===== src/rtl/trigger_resp_framer.sv =====
// ============================================================================
// Module   : trigger_resp_framer
// Purpose  : Frames one command-handler response as SYNC,TYPE,LEN,payload[,CHK]
//            onto a valid/ready byte stream; RESP_CHECKSUM_EN appends CHK.
// Revision : 1.0 - initial release
// ============================================================================
`default_nettype none

module trigger_resp_framer #(
    parameter logic [7:0]  SYNC           = 8'h7E,
    parameter int unsigned TIMEOUT_CYCLES = 1000000
) (
    input  logic        clk,
    input  logic        rst,
    input  logic        resp_valid,
    output logic        resp_ready,
    input  logic [1:0]  resp_type,
    input  logic [2:0]  resp_len,
    input  logic [31:0] resp_data,
    output logic [7:0]  tx_data,
    output logic        tx_valid,
    input  logic        tx_ready,
    output logic        tx_busy,
    output logic        tx_abort
);

    localparam int                   C_STALL_W    = $clog2(TIMEOUT_CYCLES + 1);
    localparam logic [C_STALL_W-1:0] C_STALL_LAST = C_STALL_W'(TIMEOUT_CYCLES - 1);
    localparam logic [C_STALL_W-1:0] C_STALL_ONE  = C_STALL_W'(1);

    typedef enum logic [2:0] {
        S_IDLE    = 3'd0,
        S_SYNC    = 3'd1,
        S_TYPE    = 3'd2,
        S_LEN     = 3'd3,
        S_PAYLOAD = 3'd4
`ifdef RESP_CHECKSUM_EN
        ,
        S_CHK     = 3'd5
`endif
    } state_t;

    state_t               r_state;
    state_t               w_state_nxt;
    logic [1:0]           r_type;
    logic [2:0]           r_len;
    logic [31:0]          r_data;
    logic [1:0]           r_idx;
    logic [1:0]           w_idx_nxt;
    logic [7:0]           r_tx_data;
    logic [7:0]           w_tx_data_nxt;
    logic                 r_tx_valid;
    logic                 w_tx_valid_nxt;
    logic                 r_tx_abort;
    logic                 w_tx_abort_nxt;
    logic                 r_resp_ready;
    logic [C_STALL_W-1:0] r_stall;
    logic [C_STALL_W-1:0] w_stall_nxt;
    logic                 w_frame_end;

    logic       w_accept;
    logic       w_hs;
    logic       w_stall;
    logic [2:0] w_len_clamp;
    logic [1:0] w_len_idx;
    logic [1:0] w_idx_dn;

    assign w_accept    = resp_valid && r_resp_ready && (r_state == S_IDLE);
    assign w_hs        = r_tx_valid && tx_ready;
    assign w_stall     = r_tx_valid && !tx_ready;
    assign w_len_clamp = (resp_len > 3'd4) ? 3'd4 : resp_len;
    // First payload index is len-1; the 2-bit wrap maps len=4 onto index 3.
    assign w_len_idx   = r_len[1:0] - 2'd1;
    assign w_idx_dn    = r_idx - 2'd1;

`ifdef RESP_CHECKSUM_EN
    logic [7:0] r_chk;
    logic [7:0] w_chk_acc;

    always_comb begin
        w_chk_acc = {6'b0, resp_type} ^ {5'b0, w_len_clamp};
        for (int k = 0; k < 4; k++) begin
            if (3'(k) < w_len_clamp) begin
                w_chk_acc = w_chk_acc ^ resp_data[8*k +: 8];
            end
        end
    end

    always_ff @(posedge clk or posedge rst) begin
        if (rst) begin
            r_chk <= 8'h00;
        end else if (w_accept) begin
            r_chk <= w_chk_acc;
        end
    end
`endif

    always_ff @(posedge clk or posedge rst) begin
        if (rst) begin
            r_type <= 2'd0;
            r_len  <= 3'd0;
            r_data <= 32'd0;
        end else if (w_accept) begin
            r_type <= resp_type;
            r_len  <= w_len_clamp;
            r_data <= resp_data;
        end
    end

    always_ff @(posedge clk or posedge rst) begin
        if (rst) begin
            r_state      <= S_IDLE;
            r_idx        <= 2'd0;
            r_tx_data    <= 8'h00;
            r_tx_valid   <= 1'b0;
            r_tx_abort   <= 1'b0;
            r_stall      <= '0;
            r_resp_ready <= 1'b0;
        end else begin
            r_state      <= w_state_nxt;
            r_idx        <= w_idx_nxt;
            r_tx_data    <= w_tx_data_nxt;
            r_tx_valid   <= w_tx_valid_nxt;
            r_tx_abort   <= w_tx_abort_nxt;
            r_stall      <= w_stall_nxt;
            r_resp_ready <= (w_state_nxt == S_IDLE);
        end
    end

    always_comb begin
        w_state_nxt    = r_state;
        w_idx_nxt      = r_idx;
        w_tx_data_nxt  = r_tx_data;
        w_tx_valid_nxt = r_tx_valid;
        w_tx_abort_nxt = 1'b0;
        w_stall_nxt    = r_stall;
        w_frame_end    = 1'b0;

        // Each state loads the byte of the state it moves into, keeping tx_data registered.
        case (r_state)
            S_IDLE: begin
                w_tx_valid_nxt = 1'b0;
                w_stall_nxt    = '0;
                if (w_accept) begin
                    w_state_nxt    = S_SYNC;
                    w_tx_valid_nxt = 1'b1;
                    w_tx_data_nxt  = SYNC;
                end
            end
            S_SYNC: begin
                if (w_hs) begin
                    w_state_nxt   = S_TYPE;
                    w_tx_data_nxt = {6'b0, r_type};
                end
            end
            S_TYPE: begin
                if (w_hs) begin
                    w_state_nxt   = S_LEN;
                    w_tx_data_nxt = {5'b0, r_len};
                end
            end
            S_LEN: begin
                if (w_hs) begin
                    if (r_len != 3'd0) begin
                        w_state_nxt   = S_PAYLOAD;
                        w_idx_nxt     = w_len_idx;
                        w_tx_data_nxt = r_data[{w_len_idx, 3'b000} +: 8];
                    end else begin
                        w_frame_end = 1'b1;
                    end
                end
            end
            S_PAYLOAD: begin
                if (w_hs) begin
                    if (r_idx != 2'd0) begin
                        w_idx_nxt     = w_idx_dn;
                        w_tx_data_nxt = r_data[{w_idx_dn, 3'b000} +: 8];
                    end else begin
                        w_frame_end = 1'b1;
                    end
                end
            end
`ifdef RESP_CHECKSUM_EN
            S_CHK: begin
                if (w_hs) begin
                    w_state_nxt    = S_IDLE;
                    w_tx_valid_nxt = 1'b0;
                end
            end
`endif
            default: begin
                w_state_nxt    = S_IDLE;
                w_tx_valid_nxt = 1'b0;
            end
        endcase

        if (w_frame_end) begin
`ifdef RESP_CHECKSUM_EN
            w_state_nxt   = S_CHK;
            w_tx_data_nxt = r_chk;
`else
            w_state_nxt    = S_IDLE;
            w_tx_valid_nxt = 1'b0;
`endif
        end

        // A handshake always clears the stall count, even on the would-be limit cycle.
        if (r_state != S_IDLE) begin
            if (w_hs) begin
                w_stall_nxt = '0;
            end else if (w_stall) begin
                if (r_stall == C_STALL_LAST) begin
                    w_state_nxt    = S_IDLE;
                    w_tx_valid_nxt = 1'b0;
                    w_tx_abort_nxt = 1'b1;
                    w_stall_nxt    = '0;
                end else begin
                    w_stall_nxt = r_stall + C_STALL_ONE;
                end
            end
        end
    end

    assign resp_ready = r_resp_ready;
    assign tx_data    = r_tx_data;
    assign tx_valid   = r_tx_valid;
    assign tx_abort   = r_tx_abort;
    assign tx_busy    = (r_state != S_IDLE);

endmodule

`default_nettype wire


===== config.mk =====
export PLATFORM = sky130hd
export DESIGN_NAME = trigger_resp_framer
export DESIGN_NICKNAME = d
export VERILOG_FILES = /design/src/rtl/trigger_resp_framer.sv
export SDC_FILE = /design/constraint.sdc
export NUM_CORES = 1
export LEC_CHECK = 0
export CORE_MARGIN = 2
export CORE_UTILIZATION = 30
export DETAILED_ROUTE_END_ITERATION = 8
export PLACE_DENSITY = 0.6
export SYNTH_ARGS = -nofsm -noshare
export SYNTH_HDL_FRONTEND = slang
export SYNTH_SLANG_ARGS = --single-unit

===== constraint.sdc =====
create_clock -name clk -period 3.1 [get_ports clk]
set_clock_uncertainty 0.2 [all_clocks]
set_input_delay 0.93 -clock clk [delete_from_list [all_inputs] [get_ports clk]]
set_output_delay 0.93 -clock clk [all_outputs]
set_load 0.05 [all_outputs]

**Yosys cells after proc, flatten, opt, wreduce, memory -nomap -nowiden**

Index checks and enable logic that the tools add are counted.

- Logic and storage cells: 89
- Input port bits: 41
- Output and inout port bits: 12
- Register bits: 73

- Multiplexer cells: 46
- Equality and inequality tests: 12
- Shift-type cells: 2
- $add $sub $neg: 3
- Reductions and logical operators: 15
- Order comparisons: 1

Operators by type and width:

| cell | number |
|---|---|
| $mux W20 | 5 |
| $shiftx A32 B6 Y8 | 2 |
| $mux W8 | 7 |
| $pmux W8 S5 | 1 |
| $mux W3 | 11 |
| $add A20 B1 Y20 const B | 1 |
| $eq A20 B20 Y1 const B | 1 |
| $pmux W3 S5 | 1 |
| $mux W1 | 14 |
| $ne A2 B2 Y1 const B | 7 |
| $mux W2 | 4 |
| $reduce_and A8 Y1 | 1 |
| $eq A3 B2 Y1 const B | 2 |
| $logic_not A3 Y1 | 2 |
| $reduce_bool A3 Y1 | 2 |
| $reduce_and A5 Y1 | 1 |
| $reduce_bool A5 Y1 | 1 |
| $logic_and A1 B1 Y1 | 4 |
| $pmux W1 S2 | 2 |
| $pmux W2 S2 | 1 |
| $reduce_bool A2 Y1 | 2 |
| $reduce_or A4 Y1 | 1 |
| $sub A2 B1 Y2 const B | 2 |
| $eq A3 B1 Y1 const B | 1 |
| other kinds (3) | 3 |

**Longest topological paths before layout**

Gate-level depths: netlist of run 1.

- Word-level depth: 10
- Gate-level depth with buffers: 8
- Gate-level depth less buffers: 6

**Worst setup path before layout of run 1**

Ideal clock, no wire load.

- Path kind: input to register
- Start: input resp_valid
- End: register r_data[10]
- Slack: 0.505 ns
- Data required time: 2.775 ns
- Path buffers: 1
- Library setup time: 0.125 ns
- Stages: 5
- Data arrival time: 2.271 ns
- Path through: a2111oi_0 a21oi_1 nand4_1 buf_2 mux2_2

- Word-level cells in the longest chain between the ends: 2

Ends and longest elaborated chain:

| what | line | text |
|---|---|---|
| start, declared | 15 | `input logic resp_valid,` |
| $logic_and A1 B1 Y1 (2 in a row) | 68 | `assign w_accept = resp_valid && r_resp_ready && (r_state == S_IDLE);` |
| end signal, assigned | 106 | `r_data <= resp_data;` |
| end, declared | 47 | `logic [31:0] r_data;` |

No other way between the ends.
A chain may end at the register's enable or synchronous reset.

**Worst setup path in the final report of run 1**

- Start: input resp_valid
- End: register r_data[14]

The elaborated chain is that of the path after synthesis.

==> results.yml, run 1 <==
sta:
  finalMaxSlewViolations: 0
  fin_crit_sh: 0.8920
  max_freq_mhz: 361.7
  setup_violations: 0
  fin_crit_ps: 2765
  finalHoldViolCount: 0
  tightest_slew_ps: 638.9
  final.setup.tns_ps: 0
  rsz0062_at_grt: "false"
  relSlewSlack: 0.5741
synth:
  synthXorXnorAreaFrac: 0.02347
  seq_area_frac_synth: 0.4894
  ys_ff_latch: 73
  yosys_warnings: 0
  yosys.area_share.adder: 0.006034
  synthTopCellsByArea: "dfrtp_1 49%, mux2_2 11%, mux2i_1 5.6%"
  yosys.area_share.simple: 0.1552
  netlist.area_leader.share: 0.4894
  syn-cell-area_um2: 3732
  synth_top_family_by_area: "multiplexers"
  synth_edf_count: 0
  yosysTopAreaCell: "dfrtp_1"
  synth_ff_type: "dfrtp_1"
  ys_types: 50
  syn_nets: 387
  muxShareOfSynthArea: 0.1740
  synth_compound_area_frac: 0.1173
  synthArstFlopShare: 1.000
  avgSynthCellArea_um2: 10.82
  syn_inst: 345
layout:
  syn2layout_area_growth_pct: 30.04
  final_nets: 455
  layout-drive-gt1-share: 0.2105
  insertedDiodeCount: 0
  layoutNonFillerInstCount: 586
  fillCellCount: 1196
worst_setup_path:
  crit_type: "in -> reg"
  cp_max_fo: 36
  worstReg2RegStart: "r_state[0]"
  cp.arrival_ps: 2780
  crit_start: "resp_valid"
  start_kind: "input port"
  end_kind: "register"
  worstPathRequired_ps: 3120
drt:
  drtAntennaViolNets: 0
  wl_per_cell_um: 14.48
  num_vias: 2864
  viasPerCell: 4.887
  drt_pass1_iterations: 4
  drt_wl_total_um: 8488
  drtIter0Drc: 160
  route.detailed.drc: 0
clock_network:
  cts_tree: "built"
  root_buffer: "clkbuf_16"
  path_clk_slew_ps: 60
  max-clock-path-buffers: 2
  cts_resized: 0
  clock_sinks: 73
  holdBufCountCts: 0
  cts_inserted_buffers: 9
  htreeDepth: 3
  post-cts-setup-buffer-count: 0
  clkLatencyLatePin_ps: 330
place:
  dp_cells: 570
  hpwl_um: 6374
  io_buffers: 52
  gp_congestion: 0.8308
worst_hold_path:
  hold_class: "reg -> reg"
  worstHoldStart: "tx_data[6]"
die:
  rows: 40
  core_area_um2: 12060
  die_x_um: 115.5
  fp.dieArea_um2: 13350
  initial_core_util: 0.3094
  die_y_um: 115.5
  ioPinCount: 53
global_route:
  grt_pass1_wl_um: 14300
  groute.usage.overall: 0.1357
  grt_max_degree: 37
  grt_antenna_before_repair: 0
  grt_overflow: 0
  grt_pass1_vias: 2899
power_and_ir_drop:
  peakVddDrop_mv: 0.3674
  p_leak_uw: 0.002101
  power_density_nw_per_um2: 926.5
job:
  drv_cap: 0
outcome:
  status: "finished, final reports clean"
## metal layers
layer  up-vias  track usage  wire (µm)
met4         0      0.04177         56
met5         -            0          0
met2        53       0.2183       4090
met1      1412       0.1787       4092
met3         4      0.03713        249
li1       1395            -          -
## path summary, 6_finish.rpt
path	to	slack [ps]	depth (start not counted)
setup / recovery	r_data[14]	330	7
hold / removal	tx_data[6]	290	2
setup reg to reg	tx_data[3]	560	6
hold reg to reg	tx_data[6]	290	2
max in group asynchronous	r_stall[1]	1320	3
min in group asynchronous	tx_data[3]	760	2
## flip-flops by register name, summed over array words and instances, names as in the netlist, 2 cells and up
register,flops
r_data,32
r_stall,20
tx_data,8
r_len,3
r_state,3
r_idx,2
r_type,2
## kinds of logic (layout without fill, tap and decap cells)
group                      after synthesis  after routing
AOI/OAI and AO/OA                       64             64
xor gates and xnor gates                10             10
adders and majority gates                2              2
buffers and inverters                   24             97
DFF                                     73             73
muxes                                   59             59
and+or+nand+nor                        113            113
## area by class of cell
type	count	area, µm²	share of cell area
tap	168	210.2	0.04331
clock buffer	9	225.2	0.04640
sequential	73	1827	0.3764
multi-input combinational	248	1777	0.3661
timing repair buffer	75	715.7	0.1475
clock inverter	7	76.32	0.01573
inverter	6	22.52	0.004640
## cell usage in the layout (no fill, tap or decap), drive strengths merged, types with 3 or more instances in the layout
| cell | instances |
|---|---|
| a21oi | 19 |
| a31oi | 6 |
| and2 | 4 |
| and3 | 6 |
| and4 | 3 |
| buf | 24 |
| clkbuf | 9 |
| clkdlybuf4s50 | 51 |
| dfrtp | 73 |
| inv | 8 |
| mux2 | 37 |
| mux2i | 22 |
| nand2 | 26 |
| nand2b | 7 |
| nand3 | 16 |
| nand4 | 6 |
| nor2 | 26 |
| nor3 | 6 |
| o21ai | 15 |
| o221a | 7 |
| or3 | 3 |
| xnor2 | 3 |
| xor2 | 7 |
## worst max-delay path: stages
cell             delay (ps)
clkdlybuf4s50_1         400
a2111oi_0               400
buf_4                   190
a21oi_1                  50
nand4_1                 190
buf_12                  240
mux2_2                  360
## stage by stage
step | hold WS (ps) | instance area [µm²] | utilization | setup WS [ps] | power [µW]
floorplan | 253.0 | 3732 | - | 116.7 | 2930
global placement | 273.6 | 4552 | 0.3774 | 18.43 | 3433
detailed placement | 283.4 | 4552 | 0.3774 | 23.85 | 3499
CTS | 297.2 | 4853 | 0.4024 | 342.0 | 4558
global route | 322.3 | 4853 | 0.4024 | 229.2 | 4815
finish | 291.0 | 4853 | 0.4024 | 334.9 | 4497
## report_power, final
group	internal (µW)	total [µW]	switching (µW)
combinational	912	1890	975
clock	628	1040	409
sequential	1300	1570	273
total	2840	4500	1660
## cells in the mapped netlist (3+ instances only)
master    count
dfrtp_1      73
mux2_2       37
nand2_1      26
nor2_1       26
mux2i_1      21
a21oi_1      19
nand3_1      16
clkbuf_1      9
o21ai_0       9
nand2b_1      7
xor2_1        7
a31oi_1       6
and3_1        6
buf_2         6
inv_1         6
nand4_1       6
nor3_1        5
and2_1        4
o221a_1       4
and4_1        3
o21ai_1       3
o21ai_2       3
o221a_2       3
or3_1         3
xnor2_1       3
Power figures use the tool's default switching activity.
==> inputs of run 2 (changes only) <==
CTS_CLUSTER_DIAMETER = 120   (was not set)
==> results of run 2 <==
Final layout, timing and power as in run 1 (identical DEF).
